## config.mk

```make
export PLATFORM = sky130hd
export DESIGN_NAME = throw_controller
export DESIGN_NICKNAME = d
export VERILOG_FILES = /design/src/rtl/throw_controller.sv
export SDC_FILE = /design/constraint.sdc
export NUM_CORES = 1
export LEC_CHECK = 0
export CAP_MARGIN = 0
export CORE_UTILIZATION = 52
export DETAILED_ROUTE_END_ITERATION = 8
export PLACE_DENSITY = 0.79
export REMOVE_ABC_BUFFERS = 1
export SYNTH_ARGS = -nofsm -noshare
export SYNTH_HDL_FRONTEND = slang
export SYNTH_SLANG_ARGS = --single-unit
```

## constraint.sdc

```tcl
create_clock -name clk60MHz -period 3 [get_ports clk60MHz]
set_clock_uncertainty 0.1 [all_clocks]
set_input_delay 0.45 -clock clk60MHz [delete_from_list [all_inputs] [get_ports clk60MHz]]
set_output_delay 0.45 -clock clk60MHz [all_outputs]
set_load 0.02 [all_outputs]
```

## src/rtl/throw_controller.sv

```systemverilog
// Throw sequencing for the two-player artillery game: aims, charges power
// from frame ticks, launches the projectile and holds the result for the turn counter.
module throw_controller #(
  parameter int POWER_MAX      = 63,
  parameter int FLIGHT_TIMEOUT = 240,
  parameter int RESULT_HOLD    = 60
) (
  input  logic       clk60MHz,
  input  logic       rst,
  input  logic [2:0] turn,
  input  logic       btn_cat,
  input  logic       btn_dog,
  input  logic       frame_tick,
  input  logic       proj_done,
  input  logic       proj_hit,
  input  logic       game_over,
  output logic       throw_flag,
  output logic       active_player,
  output logic [5:0] power,
  output logic       launch,
  output logic       hit_pulse,
  output logic [2:0] state_dbg
);

  localparam logic [2:0] IDLE      = 3'd0;
  localparam logic [2:0] AIM       = 3'd1;
  localparam logic [2:0] CHARGE    = 3'd2;
  localparam logic [2:0] FLIGHT    = 3'd3;
  localparam logic [2:0] RESULT    = 3'd4;
  localparam logic [2:0] WAIT_TURN = 3'd5;

  localparam int CNT_MAX = (FLIGHT_TIMEOUT > RESULT_HOLD) ? FLIGHT_TIMEOUT : RESULT_HOLD;
  localparam int CNT_W   = $clog2(CNT_MAX + 1);
  localparam logic [CNT_W-1:0] FLIGHT_LAST = CNT_W'(FLIGHT_TIMEOUT - 1);
  localparam logic [CNT_W-1:0] RESULT_LAST = CNT_W'(RESULT_HOLD - 1);
  localparam logic [5:0]       POWER_SAT   = 6'(POWER_MAX);

  logic [2:0]       state_r;
  logic [2:0]       state_nx_s;
  logic [2:0]       turn_lat_r;
  logic [CNT_W-1:0] frame_cnt_r;
  logic             cat_prev_r;
  logic             dog_prev_r;
  logic             act_btn_s;
  logic             act_prev_s;
  logic             act_rise_s;
  logic             act_fall_s;
  logic             load_turn_s;
  logic             charge_start_s;
  logic             power_inc_s;
  logic             flag_set_s;
  logic             flag_clr_s;
  logic             launch_nx_s;
  logic             hit_nx_s;

  function automatic logic [5:0] sat_inc(input logic [5:0] v);
    return (v >= POWER_SAT) ? v : v + 6'd1;
  endfunction

  // Only the owning player's button is ever looked at.
  assign act_btn_s  = active_player ? btn_dog : btn_cat;
  assign act_prev_s = active_player ? dog_prev_r : cat_prev_r;
  assign act_rise_s = act_btn_s & ~act_prev_s;
  assign act_fall_s = ~act_btn_s & act_prev_s;
  assign state_dbg  = state_r;

  // Next-state and per-transition action decode
  always_comb begin
    state_nx_s     = state_r;
    load_turn_s    = 1'b0;
    charge_start_s = 1'b0;
    power_inc_s    = 1'b0;
    flag_set_s     = 1'b0;
    flag_clr_s     = 1'b0;
    launch_nx_s    = 1'b0;
    hit_nx_s       = 1'b0;
    if (game_over) begin
      state_nx_s = IDLE;
      flag_clr_s = 1'b1;
    end else begin
      case (state_r)
        IDLE: begin
          state_nx_s  = AIM;
          load_turn_s = 1'b1;
        end
        AIM: begin
          if (act_rise_s) begin
            state_nx_s     = CHARGE;
            charge_start_s = 1'b1;
          end else begin
            state_nx_s = AIM;
          end
        end
        CHARGE: begin
          if (act_fall_s) begin
            state_nx_s  = FLIGHT;
            launch_nx_s = 1'b1;
            flag_set_s  = 1'b1;
          end else if (frame_tick && act_btn_s) begin
            power_inc_s = 1'b1;
          end else begin
            state_nx_s = CHARGE;
          end
        end
        // A landing report on the timeout tick still counts as a landing.
        FLIGHT: begin
          if (proj_done) begin
            state_nx_s = RESULT;
            hit_nx_s   = proj_hit;
          end else if (frame_tick && (frame_cnt_r == FLIGHT_LAST)) begin
            state_nx_s = RESULT;
          end else begin
            state_nx_s = FLIGHT;
          end
        end
        RESULT: begin
          if (frame_tick && (frame_cnt_r == RESULT_LAST)) begin
            state_nx_s = WAIT_TURN;
            flag_clr_s = 1'b1;
          end else begin
            state_nx_s = RESULT;
          end
        end
        WAIT_TURN: begin
          if (turn != turn_lat_r) begin
            state_nx_s  = AIM;
            load_turn_s = 1'b1;
          end else begin
            state_nx_s = WAIT_TURN;
          end
        end
        default: begin
          state_nx_s = IDLE;
          flag_clr_s = 1'b1;
        end
      endcase
    end
  end

  // State, counters, edge detectors and registered outputs
  always_ff @(posedge clk60MHz) begin
    if (rst) begin
      state_r       <= IDLE;
      turn_lat_r    <= 3'd0;
      frame_cnt_r   <= '0;
      cat_prev_r    <= 1'b0;
      dog_prev_r    <= 1'b0;
      throw_flag    <= 1'b0;
      active_player <= 1'b0;
      power         <= 6'd0;
      launch        <= 1'b0;
      hit_pulse     <= 1'b0;
    end else begin
      state_r    <= state_nx_s;
      cat_prev_r <= btn_cat;
      dog_prev_r <= btn_dog;
      launch     <= launch_nx_s;
      hit_pulse  <= hit_nx_s;
      if (state_nx_s != state_r) begin
        frame_cnt_r <= '0;
      end else if (frame_tick) begin
        frame_cnt_r <= frame_cnt_r + CNT_W'(1);
      end else begin
        frame_cnt_r <= frame_cnt_r;
      end
      if (flag_clr_s) begin
        throw_flag <= 1'b0;
      end else if (flag_set_s) begin
        throw_flag <= 1'b1;
      end else begin
        throw_flag <= throw_flag;
      end
      if (charge_start_s) begin
        power <= 6'd1;
      end else if (power_inc_s) begin
        power <= sat_inc(power);
      end else begin
        power <= power;
      end
      if (load_turn_s) begin
        active_player <= ~turn[0];
        turn_lat_r    <= turn;
      end else begin
        active_player <= active_player;
        turn_lat_r    <= turn_lat_r;
      end
    end
  end

endmodule

```

==> flow_metrics.env <==
export IMPL_final_setup_tns_ns=0
export IMPL_r2r_end="frame_cnt_r[0]"
export IMPL_setup_violations=0
export IMPL_postSynthAreaPerCell_um2=8.62
export IMPL_gp_congestion=0.868
export IMPL_diodes=0
export IMPL_fin_cells=214
export IMPL_first_pass_iters=4
export IMPL_ys_seq_elements=26
export IMPL_die_area_um2=2880
export IMPL_p_seq_share_pct=61.4
export IMPL_synthTopCellsByCount="dfxtp_1 (26), nand2_1 (16), nor2_1 (16)"
export IMPL_comb_power_share_pct=14.5
export IMPL_synth_most_common_cell="dfxtp_1"
export IMPL_p_int_w=0.000444
export IMPL_rows=18
export IMPL_netlist_instances=161
export IMPL_grt_max_degree=16
export IMPL_yosysTopAreaCellShare_pct=37.5
export IMPL_syn2layout_area_growth_pct=20.7
export IMPL_critical_path_max_fanout=8
export IMPL_maxCapViolCount=0
export IMPL_ys_flop_type="dfxtp_1"
export IMPL_r2r_start="frame_cnt_r[0]"
export IMPL_cp_startpoint="frame_cnt_r[0]"
export IMPL_cp_end_kind="flip-flop"
export IMPL_cts_sinks=26
export IMPL_cp_endpoint="frame_cnt_r[0]"
export IMPL_yosys_area_top_type="dfxtp_1"
export IMPL_die_x_um=53.7
export IMPL_relSlewSlack_pct=35.6
export IMPL_p_leak_nw=0.578
export IMPL_slew_violations=0
export IMPL_grt_pass1_wl_um=4680
export IMPL_power_w=0.000595
export IMPL_wire_per_inst_um=13.6
export IMPL_clk_latency_ns=0.31
export IMPL_worst_path_stages=6
export IMPL_crit_required_ns=3.09
export IMPL_cts_hold_buffers=0
export IMPL_nets=199
export IMPL_path_delay_family="simple AND/OR/NAND/NOR gates"
export IMPL_cellPowerDensity_nw_per_um2=355
export IMPL_hold_viol_final=0
export IMPL_cts_resized=0
export IMPL_wirelength_um=2920
export IMPL_gr_usage_all_layers_pct=22.3
export IMPL_path_buf_inv=0
export IMPL_htreeDepth=1
export IMPL_worstMarginPinSlew_ns=0.942
export IMPL_root_buffer="clkbuf_4"
export IMPL_slowest_delay_ns=0.44
export IMPL_hp_class="flip-flop to flip-flop"
export IMPL_n_fill_cell=207
export IMPL_crit_path_start_kind="flip-flop"
export IMPL_criticalPathCategory="flip-flop to flip-flop"
export IMPL_cts_clk_slew_worst_paths_ns=0.13
export IMPL_synth_edff_count=0
export IMPL_ir_drop_mv=0.322
export IMPL_drcViolationCount=0
export IMPL_ys_seq_area_share_pct=37.5
export IMPL_start_util_pct=55.5
export IMPL_worst_ep_arrival_time_ns=2.72
export IMPL_async_flop_share_pct=0
export IMPL_post_dp_hpwl_um=2180
export IMPL_clock_power_share_pct=24.1
export IMPL_r2r_setup_slack_ns=0.37
export IMPL_status="finished, final reports clean"
export IMPL_post_place_cells=210
export IMPL_grt_overflow=0
export IMPL_swShare_pct=25.5
export IMPL_postCtsSetupBuffers=0
export IMPL_yosys_warnings=0
export IMPL_io_pins=24
export IMPL_cts_buffers=3
export IMPL_port_buffers=23
export IMPL_drive_gt1_share_pct=6.52
export IMPL_max_freq_ghz=0.380
export IMPL_die_h_um=53.7
export IMPL_p_sw_w=0.000152
export IMPL_synth_area_top_cells="dfxtp_1 (38%), xnor2_1 (6.9%), nand2_1 (4.3%), nor2_1 (4.3%), nor3_1 (3.6%)"
export IMPL_vias=1244
export IMPL_core_um2=2500
export IMPL_antenna_found_initial=0
export IMPL_syn_area_um2=1390
export IMPL_final_antenna_net_count=0
export IMPL_fin_crit_sh_pct=87.7
export IMPL_ys_types=44
export IMPL_cp_slowest_cell="a311oi_4"
export IMPL_ff2ff_path_depth=6
export IMPL_vias_per_cell=5.81
export IMPL_crit_chain="ha_1, or4b_1, or3_1, o31a_1, a311oi_4, nor3_1"
export IMPL_cts_tree="done"
export IMPL_clk_path_buf_depth=2
export IMPL_post_route_min_period_ns=2.63
export IMPL_grt_pass1_vias=1061
export IMPL_rsz0062_at_grt="false"
export IMPL_drt_initial_drc_count=39
export IMPL_final_util_pct=67.0
-- metal layers --
layer | GRT usage (%) | vias up | share of wire [%]
met5 | 0 | - | 0
met4 | 5.70 | 0 | 1.1
met3 | 3.11 | 4 | 4.1
met2 | 37.3 | 39 | 47
met1 | 29.8 | 573 | 47
li1 | - | 628 | -
-- stage by stage --
stage               hold WS (ns)  worst slack, ns  instance area [µm²]
floorplan                  0.382            0.647                 1370
detailed placement         0.364          0.00543                 1650
global route               0.422            0.161                 1680
global placement           0.361            0.186                 1650
finish                     0.382            0.369                 1680
CTS                        0.383            0.346                 1670
-- logic make-up after synthesis --
logic type | Yosys count | synth area share, %
flip-flops | 26 | 37.5
AO/OA/AOI/OAI | 29 | 16.3
XOR/XNOR | 15 | 9.47
multiplexers | 5 | 3.70
buffers and inverters | 13 | 3.52
adder cells (fa/ha/maj) | 2 | 1.80
AND/OR/NAND/NOR | 71 | 27.7
-- power groups by stage --
stage          Sequential, W  Combinational, W  Clock (W)
5_1_grt             0.000368         0.0000931   0.000158
2_1_floorplan       0.000374         0.0000456          0
3_3_place_gp        0.000372         0.0000828          0
3_5_place_dp        0.000373         0.0000846          0
6_report            0.000365         0.0000862   0.000144
4_1_cts             0.000365         0.0000849   0.000146
-- how the worst min path moves through the flow --
| stage | to | slack (ns) | start | depth (start not counted) |
|---|---|---|---|---|
| floorplan | turn_lat_r[0] | 0.38 | turn_lat_r[0] | 2 |
| detailed placement | throw_flag | 0.36 | throw_flag | 2 |
| global route | throw_flag | 0.42 | throw_flag | 2 |
| finish | throw_flag | 0.38 | throw_flag | 2 |
| CTS | throw_flag | 0.38 | throw_flag | 2 |
| global placement | throw_flag | 0.36 | throw_flag | 2 |
-- sequential cells by signal, summed over array words and instances, names as in the netlist --
signal,cells
active_player,1
cat_prev_r,1
dog_prev_r,1
frame_cnt_r,8
hit_pulse,1
launch,1
power,6
state_dbg,3
throw_flag,1
turn_lat_r,3
-- cell usage in the layout (no fill, tap or decap), drive strengths merged, types with 3 or more instances in the layout --
master	instances
mux2i	4
nor3	10
nand2	16
nor4b	3
nand4	4
clkbuf	4
a21oi	3
clkdlybuf4s50	23
nand3	3
nor2b	4
nor2	16
inv	7
o21ai	9
xor2	4
dfxtp	26
xnor2	11
-- worst register-to-register path: cells and delay by family, from the launching register on --
kind | cells | cell delay [ns]
flip-flops | 1 | 0.42
adder cells (fa/ha/maj) | 1 | 0.23
AO/OA/AOI/OAI | 2 | 0.81
AND/OR/NAND/NOR | 3 | 0.96
-- layout make-up --
cell class | count | area [µm²] | share of cell area [%]
Multi-Input combinational cell | 122 | 818 | 48.8
Sequential cell | 26 | 520 | 31.1
Timing Repair Buffer | 26 | 250 | 14.9
Tap cell | 30 | 37.5 | 2.24
Inverter | 7 | 26.3 | 1.57
Clock buffer | 3 | 22.5 | 1.34
(Power assumes the default switching activity.)
